$ cat config.mk
export PLATFORM = sky130hd
export DESIGN_NAME = apb_master_ctrl
export DESIGN_NICKNAME = d
export VERILOG_FILES = /design/src/rtl/apb_ctrl_pkg.sv /design/src/rtl/apb_rr_arb2.sv /design/src/rtl/apb_master_ctrl.sv
export SDC_FILE = /design/constraint.sdc
export NUM_CORES = 1
export LEC_CHECK = 0
export ABC_AREA = 1
export BUFFER_PORTS_ARGS = -buffer_cell sky130_fd_sc_hd__buf_2
export CAP_MARGIN = 5
export CORE_ASPECT_RATIO = 0.8
export CORE_UTILIZATION = 49
export CTS_BUF_LIST = sky130_fd_sc_hd__clkbuf_4 sky130_fd_sc_hd__clkbuf_8
export DETAILED_ROUTE_END_ITERATION = 16
export PLACE_DENSITY = 0.95
export SLEW_MARGIN = 20
export SYNTH_ARGS = -nofsm -noshare
export SYNTH_HDL_FRONTEND = slang
export SYNTH_SLANG_ARGS = --single-unit
$ cat constraint.sdc
create_clock -name clk -period 2.28 [get_ports clk]
set_clock_uncertainty 0.15 [all_clocks]
set_input_delay 0.57 -clock clk [delete_from_list [all_inputs] [get_ports clk]]
set_output_delay 0.57 -clock clk [all_outputs]
set_load 0.005 [all_outputs]
$ cat src/rtl/apb_ctrl_pkg.sv
// Shared types and default widths for the APB master controller.
package apb_ctrl_pkg;

   localparam int APB_ADDR_W = 8;
   localparam int APB_DATA_W = 32;

   typedef enum logic [1:0] {
      IDLE   = 2'd0,
      SETUP  = 2'd1,
      ACCESS = 2'd2
   } apb_state_t;

   typedef struct packed {
      logic                  write;
      logic [APB_ADDR_W-1:0] addr;
      logic [APB_DATA_W-1:0] wdata;
   } apb_req_t;

endpackage

$ cat src/rtl/apb_rr_arb2.sv
// Two-way round-robin arbiter: on contention the requester that did not win last time is granted.
module apb_rr_arb2 (
   input  logic [1:0] valid_i,
   input  logic       last_grant_i,
   output logic [1:0] grant_o
);

   // one-hot grant from the current valids and the previous winner
   always_comb begin
      grant_o = 2'b00;
      case (valid_i)
         2'b01:   grant_o = 2'b01;
         2'b10:   grant_o = 2'b10;
         2'b11:   grant_o = last_grant_i ? 2'b01 : 2'b10;
         default: grant_o = 2'b00;
      endcase
   end

endmodule

$ cat src/rtl/apb_master_ctrl.sv
// APB3 master sequencing transfers for two round-robin requesters.
// Define APB_TIMEOUT_EN to abort ACCESS phases that exceed TIMEOUT_CYCLES wait cycles.
module apb_master_ctrl
   import apb_ctrl_pkg::*;
#(
   parameter int ADDR_W         = APB_ADDR_W,
   parameter int DATA_W         = APB_DATA_W,
   parameter int TIMEOUT_CYCLES = 16
) (
   input  logic              clk,
   input  logic              rst,
   input  logic              req0_valid,
   output logic              req0_ready,
   input  logic              req0_write,
   input  logic [ADDR_W-1:0] req0_addr,
   input  logic [DATA_W-1:0] req0_wdata,
   input  logic              req1_valid,
   output logic              req1_ready,
   input  logic              req1_write,
   input  logic [ADDR_W-1:0] req1_addr,
   input  logic [DATA_W-1:0] req1_wdata,
   output logic              rsp_valid,
   output logic              rsp_id,
   output logic [DATA_W-1:0] rsp_rdata,
   output logic              rsp_err,
   output logic              pclk,
   output logic [ADDR_W-1:0] paddr,
   output logic              psel,
   output logic              penable,
   output logic              pwrite,
   output logic [DATA_W-1:0] pwdata,
   input  logic [DATA_W-1:0] prdata,
   input  logic              pready
);

   apb_state_t        state_q, state_d;
   logic [ADDR_W-1:0] paddr_q, paddr_d;
   logic              pwrite_q, pwrite_d;
   logic [DATA_W-1:0] pwdata_q, pwdata_d;
   logic              id_q, id_d;
   logic              last_grant_q, last_grant_d;
   logic              rsp_valid_q, rsp_valid_d;
   logic              rsp_id_q, rsp_id_d;
   logic [DATA_W-1:0] rsp_rdata_q, rsp_rdata_d;
   logic [1:0]        grant_s;
   logic              timeout_s;

   apb_rr_arb2 u_arb (
      .valid_i      ({req1_valid, req0_valid}),
      .last_grant_i (last_grant_q),
      .grant_o      (grant_s)
   );

   assign req0_ready = (state_q == IDLE) & req0_valid & grant_s[0];
   assign req1_ready = (state_q == IDLE) & req1_valid & grant_s[1];

   // next-state, request capture and completion
   always_comb begin
      state_d      = state_q;
      paddr_d      = paddr_q;
      pwrite_d     = pwrite_q;
      pwdata_d     = pwdata_q;
      id_d         = id_q;
      last_grant_d = last_grant_q;
      rsp_valid_d  = 1'b0;
      rsp_id_d     = rsp_id_q;
      rsp_rdata_d  = rsp_rdata_q;
      case (state_q)
         IDLE: begin
            if (req0_ready || req1_ready) begin
               state_d      = SETUP;
               id_d         = req1_ready;
               last_grant_d = req1_ready;
               paddr_d      = req1_ready ? req1_addr  : req0_addr;
               pwrite_d     = req1_ready ? req1_write : req0_write;
               pwdata_d     = req1_ready ? req1_wdata : req0_wdata;
            end else begin
               state_d = IDLE;
            end
         end
         SETUP: state_d = ACCESS;
         ACCESS: begin
            if (pready) begin
               state_d     = IDLE;
               rsp_valid_d = 1'b1;
               rsp_id_d    = id_q;
               rsp_rdata_d = pwrite_q ? {DATA_W{1'b0}} : prdata;
            end else if (timeout_s) begin
               state_d     = IDLE;
               rsp_valid_d = 1'b1;
               rsp_id_d    = id_q;
               rsp_rdata_d = {DATA_W{1'b0}};
            end else begin
               state_d = ACCESS;
            end
         end
         default: state_d = IDLE;
      endcase
   end

   // state and datapath registers
   always_ff @(posedge clk) begin
      if (rst) begin
         state_q      <= IDLE;
         paddr_q      <= {ADDR_W{1'b0}};
         pwrite_q     <= 1'b0;
         pwdata_q     <= {DATA_W{1'b0}};
         id_q         <= 1'b0;
         last_grant_q <= 1'b1;
         rsp_valid_q  <= 1'b0;
         rsp_id_q     <= 1'b0;
         rsp_rdata_q  <= {DATA_W{1'b0}};
      end else begin
         state_q      <= state_d;
         paddr_q      <= paddr_d;
         pwrite_q     <= pwrite_d;
         pwdata_q     <= pwdata_d;
         id_q         <= id_d;
         last_grant_q <= last_grant_d;
         rsp_valid_q  <= rsp_valid_d;
         rsp_id_q     <= rsp_id_d;
         rsp_rdata_q  <= rsp_rdata_d;
      end
   end

`ifdef APB_TIMEOUT_EN
   localparam int CNT_W = $clog2(TIMEOUT_CYCLES + 1);
   logic [CNT_W-1:0] wait_q, wait_d;
   logic             rsp_err_q, rsp_err_d;

   // the limit cycle itself still accepts pready as success
   assign timeout_s = (state_q == ACCESS) & ~pready & (wait_q == CNT_W'(TIMEOUT_CYCLES - 1));

   // ACCESS wait counter and error flag next-state
   always_comb begin
      wait_d    = wait_q;
      rsp_err_d = rsp_err_q;
      if (state_q == SETUP) begin
         wait_d = {CNT_W{1'b0}};
      end else if (state_q == ACCESS) begin
         wait_d = wait_q + CNT_W'(1);
      end else begin
         wait_d = wait_q;
      end
      if ((state_q == ACCESS) && pready) begin
         rsp_err_d = 1'b0;
      end else if (timeout_s) begin
         rsp_err_d = 1'b1;
      end else begin
         rsp_err_d = rsp_err_q;
      end
   end

   // timeout registers
   always_ff @(posedge clk) begin
      if (rst) begin
         wait_q    <= {CNT_W{1'b0}};
         rsp_err_q <= 1'b0;
      end else begin
         wait_q    <= wait_d;
         rsp_err_q <= rsp_err_d;
      end
   end

   assign rsp_err = rsp_err_q;
`else
   logic [31:0] unused_timeout_s;
   assign unused_timeout_s = 32'(TIMEOUT_CYCLES);
   assign timeout_s        = 1'b0;
   assign rsp_err          = 1'b0;
`endif

   assign pclk      = clk;
   assign psel      = (state_q == SETUP) || (state_q == ACCESS);
   assign penable   = (state_q == ACCESS);
   assign paddr     = paddr_q;
   assign pwrite    = pwrite_q;
   assign pwdata    = pwdata_q;
   assign rsp_valid = rsp_valid_q;
   assign rsp_id    = rsp_id_q;
   assign rsp_rdata = rsp_rdata_q;

endmodule
==> results_dict.tcl, run 1 <==
set metrics [dict create \
    status "finished clean" \
    antenna_found_initial 0 \
    cp-start-kind "clock port" \
    r2r_cells 8 \
    rr_startpoint "state_q[0]$_SDFF_PP0_" \
    ys_top_cells_by_area "dfxtp_1, nand2_1, nand3_1" \
    endpoint "pclk" \
    synth_nets 649 \
    final_antenna_net_count 0 \
    synth_area_per_cell_um2 6.77 \
    holdCritPathClass "input port to register" \
    synth-async-reset-ratio_pct 0 \
    cts_resized 0 \
    synth_warnings 0 \
    grt_overflow_total 0 \
    hold_viol_final 0 \
    synth_top_area_cell "dfxtp_1" \
    groute.usage.overall_pct 26.7 \
    layout-drive-gt1-share_pct 32.6 \
    max_freq_mhz 457 \
    crit_path_frequent_cell "clkbuf_8" \
    fill_cells 597 \
    dr.first_iter.drc_count 182 \
    place_congestion 0.804 \
    tns_ns 0 \
    grt_pass1_wl_mm 16.5 \
    hpwl_mm 7.05 \
    pwr-share-clk_pct 33.4 \
    dieArea_um2 7640 \
    swShare_pct 30.2 \
    start_util_pct 51.3 \
    grtUsageMet1_pct 29.7 \
    drv_slew 0 \
    io-pin-count 200 \
    power.leakage_nw 2.92 \
    seqPwrFrac_pct 47.4 \
    synth_edf_count 0 \
    crit_chain "clkbuf_8 -> clkbuf_8 -> buf_2" \
    synth_ff_type "dfxtp_1" \
    drc_errors 0 \
    maxCapViolations 0 \
    crit_slowest_cell "buf_2" \
    arrival_ns 1.48 \
    post-route-min-period_ns 2.20 \
    num_rows 27 \
    period_share_pct 96.6 \
    insertion_delay_ns 0.45 \
    cts_tree "yes" \
    path_max_fanout 2 \
    vias 4031 \
    r2r_setup_slack_ns 0.47 \
    syn-cell-area_um2 3570 \
    wl_mm 9.98 \
    internal_power_mw 2.29 \
    grt_pass1_vias 3827 \
    p_sw_mw 0.989 \
    coreArea_um2 6960 \
    synth_cell_type_count 20 \
    power_density_nw_per_um2 683 \
    startpoint "clk" \
    cp-end-kind "output port" \
    yosys_register_bits 79 \
    busiest_layer "met2" \
    cpPeakStageDelay_ns 0.12 \
    yosysSeqAreaShare_pct 44.3 \
    die_y_um 78.4 \
    r2r-end "paddr[3]$_SDFFE_PP0P_" \
    ir_drop_mv 0.354 \
    placed_area_um2 4570 \
    io_buffers 198 \
    grtUsageMet2_pct 48.0 \
    crit_required_ns 1.56 \
    die_w_um 97.5 \
    nets 839 \
    gr-usage-met3_pct 6.68 \
    syn2layout_area_growth_pct 34.2 \
    rsz0062_at_grt "false" \
    antennaDiodeCount 0 \
    routedWlPerCell_um 12.3 \
    via_per_inst 4.98 \
    setup_viol_count_final 0 \
    grt_max_degree 44 \
    clk_pin_slew_ns 0.08 \
    crit_type "clock port to output port" \
    finalInstanceArea_um2 4790 \
    pwr-share-comb_pct 19.3 \
    synth_top_area_share_pct 44.3 \
    drt_pre_antenna_iters 4 \
    synthCells 528 \
]
layer usage:
layer	routed length, um	part of all wire [%]
met1	3960	40
met2	5160	52
met3	648	6.5
met4	210	2.1
met5	0	0
cells in the mapped netlist, types with 2 or more instances:
library cell / n
nand2_1: 159
nand3_1: 115
inv_1: 90
dfxtp_1: 79
o21ai_0: 30
buf_2: 20
clkbuf_1: 7
buf_6: 4
o21ai_1: 4
a21oi_1: 3
buf_4: 3
nor2_1: 3
ha_1: 2
inv_2: 2
nand2_2: 2
cells by family after synthesis:
group | count (synthesis) | share of synthesized area [%]
AND/OR/NAND/NOR | 281 | 34.0
other | 1 | 0.105
adder cells (fa/ha/maj) | 2 | 0.700
flip-flops | 79 | 44.3
AO/OA/AOI/OAI | 39 | 5.85
buffers and inverters | 126 | 15.1
per-stage QoR:
stage	cells	total power, mW	utilization [%]	hold slack [ns]	setup slack [ns]
2_1_floorplan	528	1.95	-	0.296	0.309
3_3_place_gp	790	2.20	65.6	0.283	0.318
3_5_place_dp	790	2.23	65.6	0.287	0.318
4_1_cts	809	3.31	68.8	0.195	0.0369
5_1_grt	810	3.47	68.9	0.215	0.0131
6_report	810	3.27	68.9	0.221	0.0770
timing repair:
| action | 4_1_cts | 5_1_grt |
|---|---|---|
| hold buffers | 0 | 0 |
| setup buffers | 0 | 1 |
| setup endpoints to repair | 0 | 1 |
worst max-delay path, delay by kind of cell:
kind                   cells  cell delay [ns]
buffers and inverters      3             0.34
cell type report:
type / instances / area, um2 / share of cell area (%)
repair buffers: 209 / 1080 / 22.5
flip-flops and latches: 79 / 1580 / 33.0
clock buffers: 13 / 170 / 3.55
clock inverters: 7 / 53.8 / 1.12
multi-input cells: 323 / 1460 / 30.4
well taps: 87 / 109 / 2.27
inverters: 92 / 345 / 7.21
power by group through the flow:
stage	clock, mW	combinational (mW)	sequential (mW)
after floorplan	0.0284	0.340	1.58
after global placement	0.0191	0.605	1.58
after detailed placement	0.0191	0.628	1.58
after CTS	1.12	0.632	1.55
after global routing	1.20	0.714	1.56
final	1.09	0.632	1.55
placed cells by master (no fill, tap or decap), drive strengths merged:
cell type / synthesis / layout
ha: 2 / 2
clkbuf: 7 / 12
a21oi: 4 / 4
inv: 92 / 95
conb: 1 / 1
o211ai: 1 / 1
o21ai: 34 / 34
nand3: 115 / 115
clkinv: 0 / 1
nand2: 162 / 162
buf: 27 / 210
clkinvlp: 0 / 3
dfxtp: 79 / 79
nor2: 4 / 4
sequential cells by signal, indices dropped and copies added, names as in the netlist:
signal        cells
id_q              1
paddr             8
pwdata           32
rsp_id            1
pwrite            1
last_grant_q      1
state_q           2
rsp_rdata        32
rsp_valid         1
how the worst min path moves through the flow:
stage	from	endpoint	slack, ns	cells past startpoint
after floorplan	pwdata[15]$_SDFFE_PP0P_	pwdata[15]$_SDFFE_PP0P_	0.30	2
after global placement	paddr[2]$_SDFFE_PP0P_	paddr[2]$_SDFFE_PP0P_	0.28	2
after detailed placement	pwdata[4]$_SDFFE_PP0P_	pwdata[4]$_SDFFE_PP0P_	0.29	2
after CTS	prdata[28]	rsp_rdata[28]$_SDFFE_PP0P_	0.20	3
after global routing	prdata[7]	rsp_rdata[7]$_SDFFE_PP0P_	0.21	3
final	prdata[28]	rsp_rdata[28]$_SDFFE_PP0P_	0.22	3
(Power assumes the default switching activity.)
==> run 2: changes to the inputs <==
--- a/config.mk
+++ b/config.mk
@@ -5,11 +5,11 @@
 export SDC_FILE = /design/constraint.sdc
 export NUM_CORES = 1
 export LEC_CHECK = 0
-export ABC_AREA = 1
+export ABC_AREA = 0
 export BUFFER_PORTS_ARGS = -buffer_cell sky130_fd_sc_hd__buf_2
 export CAP_MARGIN = 5
 export CORE_ASPECT_RATIO = 0.8
-export CORE_UTILIZATION = 49
+export CORE_UTILIZATION = 47
 export CTS_BUF_LIST = sky130_fd_sc_hd__clkbuf_4 sky130_fd_sc_hd__clkbuf_8
 export DETAILED_ROUTE_END_ITERATION = 16
 export PLACE_DENSITY = 0.95
==> run 2 against run 1 <==
  * Final area shrank 12%
  * Register-to-register slack improved by 0.07 ns
  * Worst hold slack worse by 0.032 ns
  * Routed wire length decreased by 21%
  * Global-route usage fell by 3.9 points
  * Worst setup slack better by 0.0063 ns
  * First-iteration DRC count down 50%
  * Total power up 0.96%
  * Area after synthesis fell by 15%
  * Die area decreased by 11%
  * Highest routed layer unchanged
  * Via count decreased by 30%
  * Sequential cell count is the same
==> results_dict.tcl, run 2 <==
set metrics [dict create \
    ir_drop_mv 0.503 \
    grt_max_degree 43 \
    vias 2836 \
    cts_tree "yes" \
    io_buffers 198 \
    grt_pass1_vias 2646 \
    fin_util_pct 69.5 \
    dieArea_um2 6790 \
    antenna_found_initial 0 \
    coreArea_um2 6070 \
    holdCritPathClass "input port to register" \
    setup_viol_count_final 0 \
    grt_pass1_wl_mm 12.0 \
    cts_hold_buf 0 \
    via_per_inst 5.01 \
    post_cts.repair.setup_buffers 0 \
    clk_pin_slew_ns 0.08 \
    place_congestion 0.802 \
    start_util_pct 50.1 \
    synth_most_common_cell "dfxtp_1" \
    routedWlPerCell_um 13.9 \
    yosys_register_bits 79 \
    arrival_ns 1.48 \
    synth_nets 407 \
    io-pin-count 200 \
    hold_viol_final 0 \
    cp-end-kind "output port" \
    dr.first_iter.drc_count 91 \
    synth_cell_type_count 26 \
    drv_slew 0 \
    antennaDiodeCount 0 \
    yosysSeqAreaShare_pct 52.1 \
    tns_ns 0 \
    groute.usage.overall_pct 22.8 \
    die_y_um 73.9 \
    final_common_cell "buf_2" \
    synth_area_per_cell_um2 10.6 \
    drt_pre_antenna_iters 4 \
    final_cell_mix "buf_2, dfxtp_1, nand2_1, o21ai_1, mux2i_1" \
    nets 601 \
    drc_errors 0 \
    final_antenna_net_count 0 \
    finalInstanceArea_um2 4220 \
    synth_edf_count 0 \
    crit_type "clock port to output port" \
    layout-drive-gt1-share_pct 47.0 \
    cp-start-kind "clock port" \
    power.leakage_nw 2.32 \
    power_density_nw_per_um2 783 \
    rsz0062_at_grt "false" \
    synth_ff_type "dfxtp_1" \
    grt_overflow_total 0 \
    path_max_fanout 2 \
    synth_top_area_cell "dfxtp_1" \
    ys_top_cells_by_area "dfxtp_1, mux2i_1, a22o_1" \
    syn2layout_area_growth_pct 38.9 \
    status "finished clean" \
    num_rows 25 \
    crit_required_ns 1.56 \
    insertion_delay_ns 0.44 \
    maxCapViolations 0 \
    ys_top_cells_by_count "dfxtp_1, nand2_1, mux2i_1, o21ai_1, a22o_1" \
    cts_resized 0 \
    synth_warnings 0 \
    syn-cell-area_um2 3040 \
    wl_mm 7.85 \
    placed_area_um2 3960 \
    hpwl_mm 5.77 \
    die_w_um 91.9 \
    synthCells 286 \
    synth-async-reset-ratio_pct 0 \
    synth_top_area_share_pct 52.1 \
]
-- run 2: cell types whose count changed after synthesis, moves of 4 or more --
cell / before / now
nand3_1: 115 / 1
buf_2: 20 / 8
mux2i_1: 0 / 41
o21ai_0: 30 / 1
clkbuf_1: 7 / 0
a22o_1: 0 / 32
o21ai_1: 4 / 41
buf_6: 4 / 8
inv_1: 90 / 5
nand2_1: 159 / 45
-- run 2: critical path, cell delays in order --
cell,delay (ns)
clkbuf_8,0.11
clkbuf_8,0.11
buf_2,0.11
-- run 2: area by class of cell --
class	instances	area (um2)
Fill cell	467	1850
Sequential cell	79	1580
Multi-Input combinational cell	179	1210
Timing Repair Buffer	202	1040
Clock buffer	14	178
Tap cell	81	101
Clock inverter	6	92.6
Inverter	5	18.8
-- run 2: final timing paths --
| check | cells after the start | slack (ns) | endpoint | from |
|---|---|---|---|---|
| min reg2reg | 2 | 0.30 | pwdata[13]$_SDFFE_PP0P_ | pwdata[13]$_SDFFE_PP0P_ |
| max | 3 | 0.08 | pclk | clk |
| max reg2reg | 6 | 0.54 | pwdata[1]$_SDFFE_PP0P_ | state_q[0]$_SDFF_PP0_ |
| min | 2 | 0.19 | rsp_rdata[27]$_SDFFE_PP0P_ | prdata[27] |
-- run 2: cells by family after synthesis --
group | count (synthesis) | synth area share (%)
AO/OA/AOI/OAI | 80 | 17.4
adder cells (fa/ha/maj) | 2 | 0.824
buffers and inverters | 28 | 8.11
flip-flops | 79 | 52.1
multiplexers | 41 | 13.5
other | 1 | 0.123
AND/OR/NAND/NOR | 55 | 7.99
-- run 2: stage by stage --
step	hold WS (ns)	worst slack (ns)	instances	total power, mW
floorplan	0.287	0.309	286	1.86
global placement	0.282	0.318	547	2.04
detailed placement	0.288	0.318	547	2.07
CTS	0.165	0.0811	566	3.35
global route	0.158	0.0214	566	3.47
finish	0.188	0.0834	566	3.31
-- run 2: layer usage --
metal | track usage [%] | routed length (um) | up-vias
met1 | 24.2 | 3200 | 1307
met5 | 0 | 0 | -
met4 | 9.55 | 48 | 0
met3 | 7.97 | 526 | 6
li1 | - | - | 1393
met2 | 42.0 | 4080 | 130
-- run 2: power breakdown --
| group | internal (mW) | leakage, nW | switching [mW] |
|---|---|---|---|
| Combinational | 0.246 | 1.55 | 0.239 |
| Sequential | 1.48 | 0.646 | 0.0511 |
| Clock | 0.759 | 0.132 | 0.532 |
